===== config.mk =====
export PLATFORM = sky130hd
export DESIGN_NAME = aec_result_fmt
export DESIGN_NICKNAME = d
export VERILOG_FILES = /design/src/rtl/aec_pkg.sv /design/src/rtl/aec_result_fifo.sv /design/src/rtl/aec_result_fmt.sv
export SDC_FILE = /design/constraint.sdc
export NUM_CORES = 1
export LEC_CHECK = 0
export ABC_AREA = 1
export BUFFER_PORTS_ARGS = -buffer_cell sky130_fd_sc_hd__buf_2
export CORE_UTILIZATION = 58
export CTS_CLUSTER_DIAMETER = 60
export DETAILED_ROUTE_END_ITERATION = 6
export PLACE_DENSITY = 0.87
export RECOVER_POWER = 25
export SKIP_CTS_REPAIR_TIMING = 1
export SLEW_MARGIN = 20
export SYNTH_ARGS = -nofsm -noshare
export SYNTH_HDL_FRONTEND = slang
export SYNTH_HIERARCHICAL = 1
export SYNTH_SLANG_ARGS = --single-unit

===== constraint.sdc =====
create_clock -name i_clk -period 2.85 [get_ports i_clk]
set_input_delay 0.285 -clock i_clk [delete_from_list [all_inputs] [get_ports i_clk]]
set_output_delay 0.285 -clock i_clk [all_outputs]
set_load 0.02 [all_outputs]

===== src/rtl/aec_pkg.sv =====
// Shared constants and helpers for the arithmetic expression calculator blocks.
package aec_pkg;

  localparam logic [7:0] ASCII_0    = 8'h30;
  localparam logic [7:0] ASCII_A_LC = 8'h61;
  localparam logic [7:0] ASCII_EQ   = 8'd61;
  localparam logic [7:0] ASCII_LF   = 8'h0A;

  typedef enum logic [1:0] {StIdle, StHi, StLo, StTerm} fmt_state_e;

  function automatic logic [7:0] nibble_to_ascii(input logic [3:0] i_nib);
    if (i_nib < 4'd10) begin
      return ASCII_0 + {4'h0, i_nib};
    end
    return ASCII_A_LC + {4'h0, i_nib} - 8'd10;
  endfunction

endpackage


===== src/rtl/aec_result_fifo.sv =====
// Synchronous result FIFO; full/empty derive from a registered occupancy count.
module aec_result_fifo #(
  parameter int unsigned DEPTH = 4,
  parameter int unsigned WIDTH = 7,
  localparam int unsigned AW = $clog2(DEPTH)
) (
  input  logic             i_clk,
  input  logic             i_rst,
  input  logic             i_push,
  input  logic             i_pop,
  input  logic [WIDTH-1:0] i_data,
  output logic [WIDTH-1:0] o_data,
  output logic             o_full,
  output logic             o_empty,
  output logic [AW:0]      o_count
);

  localparam logic [AW:0] FULL_CNT = (AW + 1)'(DEPTH);

  logic [WIDTH-1:0] r_mem [DEPTH];
  logic [AW-1:0]    r_wr_ptr;
  logic [AW-1:0]    r_rd_ptr;
  logic [AW:0]      r_count;
  logic             w_do_push;
  logic             w_do_pop;

  assign o_full    = (r_count == FULL_CNT);
  assign o_empty   = (r_count == '0);
  assign o_count   = r_count;
  assign o_data    = r_mem[r_rd_ptr];
  assign w_do_pop  = i_pop && !o_empty;
  // A full FIFO still accepts a write when the head leaves in the same cycle.
  assign w_do_push = i_push && (!o_full || w_do_pop);

  always_ff @(posedge i_clk) begin
    if (w_do_push) begin
      r_mem[r_wr_ptr] <= i_data;
    end
  end

  always_ff @(posedge i_clk) begin
    if (i_rst) begin
      r_wr_ptr <= '0;
      r_rd_ptr <= '0;
      r_count  <= '0;
    end else begin
      if (w_do_push) r_wr_ptr <= r_wr_ptr + 1'b1;
      if (w_do_pop)  r_rd_ptr <= r_rd_ptr + 1'b1;
      if (w_do_push && !w_do_pop) begin
        r_count <= r_count + 1'b1;
      end else if (!w_do_push && w_do_pop) begin
        r_count <= r_count - 1'b1;
      end
    end
  end

endmodule


===== src/rtl/aec_result_fmt.sv =====
// Buffers 7-bit calculator results and streams each as two lowercase hex digits
// plus a terminator character over a valid/ready handshake.
module aec_result_fmt
  import aec_pkg::*;
#(
  parameter int unsigned DEPTH     = 4,
  parameter logic [7:0]  TERM_CHAR = ASCII_LF
) (
  input  logic       i_clk,
  input  logic       i_rst,
  input  logic       i_res_valid,
  input  logic [6:0] i_res_data,
  output logic       o_char_valid,
  output logic [7:0] o_char_out,
  input  logic       i_char_ready,
  output logic       o_busy,
  output logic       o_overflow
);

  localparam int unsigned AW = $clog2(DEPTH);

  fmt_state_e  r_state;
  logic [6:0]  r_hold;
  logic        r_char_valid;
  logic [7:0]  r_char_out;
  logic        r_overflow;

  logic [6:0]  w_head;
  logic        w_fifo_full;
  logic        w_fifo_empty;
  logic [AW:0] w_fifo_count;
  logic        w_xfer;
  logic        w_pop;
  logic        w_push;

  assign w_xfer = r_char_valid && i_char_ready;
  assign w_pop  = !w_fifo_empty && ((r_state == StIdle) || ((r_state == StTerm) && w_xfer));
  assign w_push = i_res_valid && (!w_fifo_full || w_pop);

  aec_result_fifo #(
    .DEPTH (DEPTH),
    .WIDTH (7)
  ) u_fifo (
    .i_clk   (i_clk),
    .i_rst   (i_rst),
    .i_push  (w_push),
    .i_pop   (w_pop),
    .i_data  (i_res_data),
    .o_data  (w_head),
    .o_full  (w_fifo_full),
    .o_empty (w_fifo_empty),
    .o_count (w_fifo_count)
  );

  always_ff @(posedge i_clk) begin
    if (i_rst) begin
      r_state      <= StIdle;
      r_hold       <= '0;
      r_char_valid <= 1'b0;
      r_char_out   <= 8'h00;
      r_overflow   <= 1'b0;
    end else begin
      if (i_res_valid && !w_push) r_overflow <= 1'b1;
      unique case (r_state)
        StIdle: begin
          if (w_pop) begin
            r_hold       <= w_head;
            r_char_out   <= nibble_to_ascii({1'b0, w_head[6:4]});
            r_char_valid <= 1'b1;
            r_state      <= StHi;
          end
        end
        StHi: begin
          if (w_xfer) begin
            r_char_out <= nibble_to_ascii(r_hold[3:0]);
            r_state    <= StLo;
          end
        end
        StLo: begin
          if (w_xfer) begin
            r_char_out <= TERM_CHAR;
            r_state    <= StTerm;
          end
        end
        StTerm: begin
          if (w_xfer) begin
            // Chain straight into the next result so the stream has no bubble.
            if (w_pop) begin
              r_hold     <= w_head;
              r_char_out <= nibble_to_ascii({1'b0, w_head[6:4]});
              r_state    <= StHi;
            end else begin
              r_char_valid <= 1'b0;
              r_state      <= StIdle;
            end
          end
        end
        default: r_state <= StIdle;
      endcase
    end
  end

  assign o_char_valid = r_char_valid;
  assign o_char_out   = r_char_out;
  assign o_overflow   = r_overflow;
  assign o_busy       = (w_fifo_count != '0) || (r_state != StIdle);

endmodule


==> results.cfg, run 1 <==
[worst_setup_path]
max_stage_delay_ps = 390
critPathMaxFanout = 5
r2r_slack_ps = 250
critPathArrivalTime_ps = 2800
cp_slowest_cell = fa_1
crit_path_start_kind = flip-flop
r2r_start = r_state[0]
reg2reg_depth = 19
r2r-end = u_fifo/o_count[2]
crit_chain = inv_1, ha_2, nor2_4, nor2_2, nand2_1, inv_2, inv_1, nand3_2, nand2_1, inv_1, ha_1, inv_1, fa_1, inv_1, nand2_1, nand3_1, nand2_1, nand2_1, nor2_1
crit_type = reg -> reg
cp.required_ps = 3050
crit_buf_inv = 6
cp_top_family = simple AND/OR/NAND/NOR gates
cp-end-kind = flip-flop

[yosys]
synth_edf_count = 28
synth_nets = 293
ys_seq_elements = 52
syn_inst = 270
synthFlopType = edfxtp_1
synth-async-reset-ratio_pct = 0
syn_area_um2 = 2470
netlist.area_leader.share_pct = 34.0
synth_cell_types = 28
yosysMostFrequentCell = nor2_1
synthTopCellsByCount = 38 x nor2_1, 37 x nand2_1, 33 x inv_1, 28 x edfxtp_1, 24 x dfxtp_1
synth_area_leaders = edfxtp_1 34%, dfxtp_1 19%, nor2_1 5.8%, nand2_1 5.6%, ha_1 5.6%
seq_area_frac_synth_pct = 53.4
yosys.area.top_type = edfxtp_1
avgSynthCellArea_um2 = 9.16
yosys_warnings = 6

[timing]
skew_ps = 9.55
hold_viol = 0
fin_tns_setup_ps = 0
fin_crit_ps = 2600
finalSetupViolCount = 0
fin_crit_sh_pct = 91.1
fmax_mhz = 385
rsz0062_at_grt = no
slew_viol_final = 0

[cells_and_area]
multi_input_comb_area_um2 = 982
layout.area.seq_um2 = 1320
nets = 322
n_antenna_cell = 0
synthToLayoutAreaGrowth_pct = 10.5
fillCellCount = 329
layout-drive-gt1-share_pct = 18.0
fin_util_pct = 67.3

[floorplan]
die_x_um = 67.3
core_um2 = 4060
fp-row-count = 23
io_pins = 22
die_area_um2 = 4530
initial_utilization_pct = 60.9
die_h_um = 67.3

[global_routing]
grt_max_degree = 17
antenna_found_initial = 0
grt_use_total_pct = 21.9
grt_pass1_vias = 1676
grt_pass1_wl_um = 7160
overflow = 0

[detailed_routing]
dr.pass1.iters = 4
met3_length_um = 149
via_count = 1826
dr_wl_met2_um = 2280
ant_nets = 0
post_drt_wl_per_cell_um = 12.7
drc_errors = 0
drt-initial-drc-count = 98
top_layer_used = met4
routed_wl_um = 4440
viasPerCell = 5.22
wl_met1_um = 1910

[cts]
cts_buffers = 5
clk-insertion-delay-late_ps = 310
cts_root_buffer = clkbuf_8
clock-sinks = 52
clkTransAtPathRegs_ps = 90
cts_buffer_depth = 2
htree_levels = 2
cts_tree = yes

[power_and_ir_drop]
p_per_area_nw_per_um2 = 1010
swShare_pct = 42.7
peakVddDrop_mv = 0.506
clock_power_share_pct = 15.1
p_leak_nw = 1.13
internal_power_mw = 1.58
switchingPower_mw = 1.18
seqPwrFrac_pct = 39.6
power.share.combinational_pct = 45.3

[min_path]
timing.hold.worst_path_depth = 1
min_from = i_res_data[5]
hold-path-endpoint = u_fifo/r_mem[2][5]
min_path_type = in -> reg

[placement]
portBuffers = 20
gp_congestion = 0.855
place_hpwl_um = 3260

[run_status]
outcome = completed

[run]
maxCapViolCount = 0
-- final cells by class --
cell class | count | share of cell area, %
clock buffers | 6 | 2.66
clock inverters | 2 | 0.596
inverters | 39 | 5.36
multi-input cells | 176 | 36.0
flip-flops and latches | 52 | 48.4
well taps | 50 | 2.29
repair buffers | 25 | 4.76
-- metal layers --
layer,GRT usage [%],up-vias
met4,10.4,0
met1,23.8,839
met3,5.07,6
li1,-,943
met2,39.9,38
met5,0,-
-- power by group through the flow --
stage	combinational (mW)	sequential, mW	clock, mW
4_1_cts	1.24	1.09	0.427
6_report	1.25	1.09	0.416
3_5_place_dp	1.23	1.11	0
5_1_grt	1.42	1.11	0.453
3_3_place_gp	1.19	1.10	0
2_1_floorplan	0.944	1.12	0
-- worst register-to-register path, cell delays in order, from the launching register on --
cell	delay, ps
dfxtp_1	360
inv_1	130
ha_2	260
nor2_4	70
nor2_2	150
nand2_1	120
inv_2	110
inv_1	60
nand3_2	100
nand2_1	120
inv_1	90
ha_1	160
inv_1	70
fa_1	390
inv_1	70
nand2_1	40
nand3_1	80
nand2_1	50
nand2_1	60
nor2_1	40
-- worst max path at each step --
stage | startpoint | to | slack [ps] | cells past startpoint
floorplan | r_state[0] | u_fifo/o_count[2] | 330 | 17
global placement | r_state[0] | u_fifo/o_count[1] | 330 | 15
detailed placement | r_state[0] | u_fifo/o_count[1] | 170 | 15
CTS | r_state[0] | u_fifo/o_count[1] | 150 | 15
global route | r_state[1] | u_fifo/o_count[2] | 20 | 18
finish | r_state[0] | u_fifo/o_count[2] | 250 | 19
-- flip-flops by register name, summed over array words and instances, names as in the netlist, named ones only --
| name | count |
|---|---|
| r_state | 2 |
| u_fifo/r_mem | 28 |
| u_fifo/o_count | 3 |
| u_fifo/r_rd_ptr | 2 |
| o_char_valid | 1 |
| r_hold | 4 |
| o_overflow | 1 |
| u_fifo/r_wr_ptr | 2 |
| o_char_out | 7 |
-- through the flow --
step	hold WS, ps	cells	power (mW)	setup slack (ps)	instance area, um^2
after global placement	435	342	2.29	332	2640
after detailed placement	448	342	2.35	173	2640
final	211	350	2.76	253	2730
after floorplan	354	270	2.07	332	2470
after global routing	209	350	2.99	22.6	2730
after CTS	177	350	2.76	149	2730
-- layout by cell type, fill, tap and decap left out, types with 4 or more instances in the layout --
| cell type | n |
|---|---|
| nor2_1 | 38 |
| nand2_1 | 37 |
| inv_1 | 32 |
| edfxtp_1 | 28 |
| dfxtp_1 | 24 |
| o21ai_0 | 20 |
| a21oi_1 | 18 |
| buf_2 | 14 |
| nand3_1 | 13 |
| ha_1 | 10 |
| inv_2 | 7 |
| clkbuf_1 | 7 |
| o22ai_1 | 7 |
| o21ai_1 | 6 |
| clkbuf_8 | 5 |
| buf_4 | 5 |
| nand2_4 | 4 |
| nand2_2 | 4 |
-- kinds of logic after synthesis --
family | synth area share (%)
other | 0.152
DFF | 53.4
adders and majority gates | 6.38
xor gates and xnor gates | 0.354
buffers and inverters | 7.14
AOI/OAI and AO/OA | 12.7
and+or+nand+nor | 19.8
Power figures use the tool's default switching activity.
==> run 2: changes to the inputs <==
CORE_UTILIZATION = 40   (was 58)
PLACE_DENSITY = not set   (was 0.87)
PLACE_DENSITY_LB_ADDON = 0.15   (was not set)
==> run 2 against run 1 <==
Compared with the run above: first-iteration DRC count shrank 49%; non-clock buffer count did not move; clock power rose by 4.8%; worst hold slack improved by 4.1 ps; setup slack gained 28 ps; critical endpoint is now u_fifo/o_count[1]; utilization fell by 21 points; register-to-register slack gained 30 ps; routed wire length is 3.0% higher; largest cell class unchanged; largest power group unchanged; sequential power about the same.
==> results.cfg, run 2 (synthesized netlist as in run 1, its figures left out) <==
[global_routing]
overflow = 0
grt_pass1_vias = 1759
grt_pass1_wl_um = 7810
antenna_found_initial = 0
grt_use_total_pct = 16.1
grt_max_degree = 18

[detailed_routing]
viasPerCell = 4.76
ant_nets = 0
via_count = 1786
routed_wl_um = 4580
post_drt_wl_per_cell_um = 12.2
dr.pass1.iters = 4
drt-initial-drc-count = 50
drc_errors = 0

[cts]
cts_buffers = 5
clock-sinks = 52
cts_root_buffer = clkbuf_8
clkTransAtPathRegs_ps = 100
cts_tree = yes
clk-insertion-delay-late_ps = 310
cts_buffer_depth = 2
htree_levels = 2

[cells_and_area]
largest_reg_flops = 28
synthToLayoutAreaGrowth_pct = 12.5
fin_util_pct = 46.7
nets = 322
n_antenna_cell = 0
layout-drive-gt1-share_pct = 19.3
final_common_cell = nor2_1
final_cell_mix = 38 x nor2_1, 36 x nand2_1, 32 x inv_1, 28 x edfxtp_1, 23 x dfxtp_1
top_register = u_fifo/r_mem

[floorplan]
io_pins = 22
initial_utilization_pct = 41.5
die_h_um = 80.6
core_um2 = 5960
fp-row-count = 28
die_x_um = 80.6
die_area_um2 = 6500

[worst_setup_path]
cp.required_ps = 3060
crit_path_start_kind = flip-flop
critPathArrivalTime_ps = 2780
crit_type = reg -> reg
r2r_start = r_state[0]
critPathMaxFanout = 5
cp_slowest_cell = dfxtp_1
max_stage_delay_ps = 420
r2r_slack_ps = 280
crit_buf_inv = 5
crit_top_cell = inv_1
crit_chain = inv_1, ha_4, nor2_2, nor2_4, nand2_1, inv_2, inv_1, nand3_2, nand2_2, inv_1, ha_1, inv_1, fa_1, o21ai_0, nor2_1
cp-end-kind = flip-flop
worstSetupStartpoint = r_state[0]
cp_top_family = adder cells

[power_and_ir_drop]
p_leak_nw = 1.14
peakVddDrop_mv = 0.389
p_per_area_nw_per_um2 = 1000

[timing]
fin_tns_setup_ps = 0
hold_viol = 0
finalSetupViolCount = 0
fin_crit_ps = 2570
slew_viol_final = 0
skew_ps = 6.84
fmax_mhz = 389
fin_crit_sh_pct = 90.2
rsz0062_at_grt = no

[placement]
portBuffers = 20
place_hpwl_um = 3260
gp_congestion = 0.813

[run]
maxCapViolCount = 0

[run_status]
outcome = completed

[min_path]
min_from = i_res_data[5]
min_path_type = in -> reg
[run 2: worst reg2reg max path: stages (launching register included)]
cell,delay [ps]
dfxtp_1,420
inv_1,130
ha_4,200
nor2_2,200
nor2_4,60
nand2_1,110
inv_2,80
inv_1,70
nand3_2,120
nand2_2,130
inv_1,50
ha_1,200
inv_1,90
fa_1,410
o21ai_0,150
nor2_1,50
[run 2: stage by stage]
stage / total power, mW / setup WS (ps) / hold slack (ps) / area (um^2) / std cells
2_1_floorplan: 2.07 / 332 / 354 / 2470 / 270
3_3_place_gp: 2.34 / 298 / 436 / 2670 / 367
3_5_place_dp: 2.35 / 191 / 449 / 2670 / 367
4_1_cts: 2.79 / 176 / 176 / 2770 / 375
5_1_grt: 3.06 / 3.50 / 197 / 2780 / 375
6_report: 2.79 / 281 / 215 / 2780 / 375
[run 2: area by class of cell]
class | instances | area [um^2]
fillers | 596 | 3170
flip-flops and latches | 52 | 1320
multi-input cells | 176 | 997
inverters | 39 | 146
repair buffers | 25 | 130
well taps | 75 | 93.8
clock buffers | 5 | 68.8
clock inverters | 3 | 22.5
[run 2: routing by layer]
| metal | global-route usage [%] | routed length [um] | up-vias |
|---|---|---|---|
| met4 | 5.71 | 62 | 0 |
| met3 | 3.86 | 107 | 6 |
| met1 | 18.6 | 2150 | 821 |
| met2 | 28.9 | 2250 | 20 |
| li1 | - | - | 939 |
| met5 | 0 | 0 | - |
[run 2: power breakdown]
| part | switching (mW) | internal (mW) |
|---|---|---|
| registers | 0.131 | 0.962 |
| logic | 0.803 | 0.458 |
| clock network | 0.260 | 0.177 |
| total | 1.19 | 1.60 |
[run 2: path summary, 6_finish.rpt]
check                                     endpoint  cells after the start
worst max-delay path             u_fifo/o_count[1]                     15
worst max register to register   u_fifo/o_count[1]                     15
worst min register to register          o_overflow                      2
worst min-delay path            u_fifo/r_mem[0][5]                      1
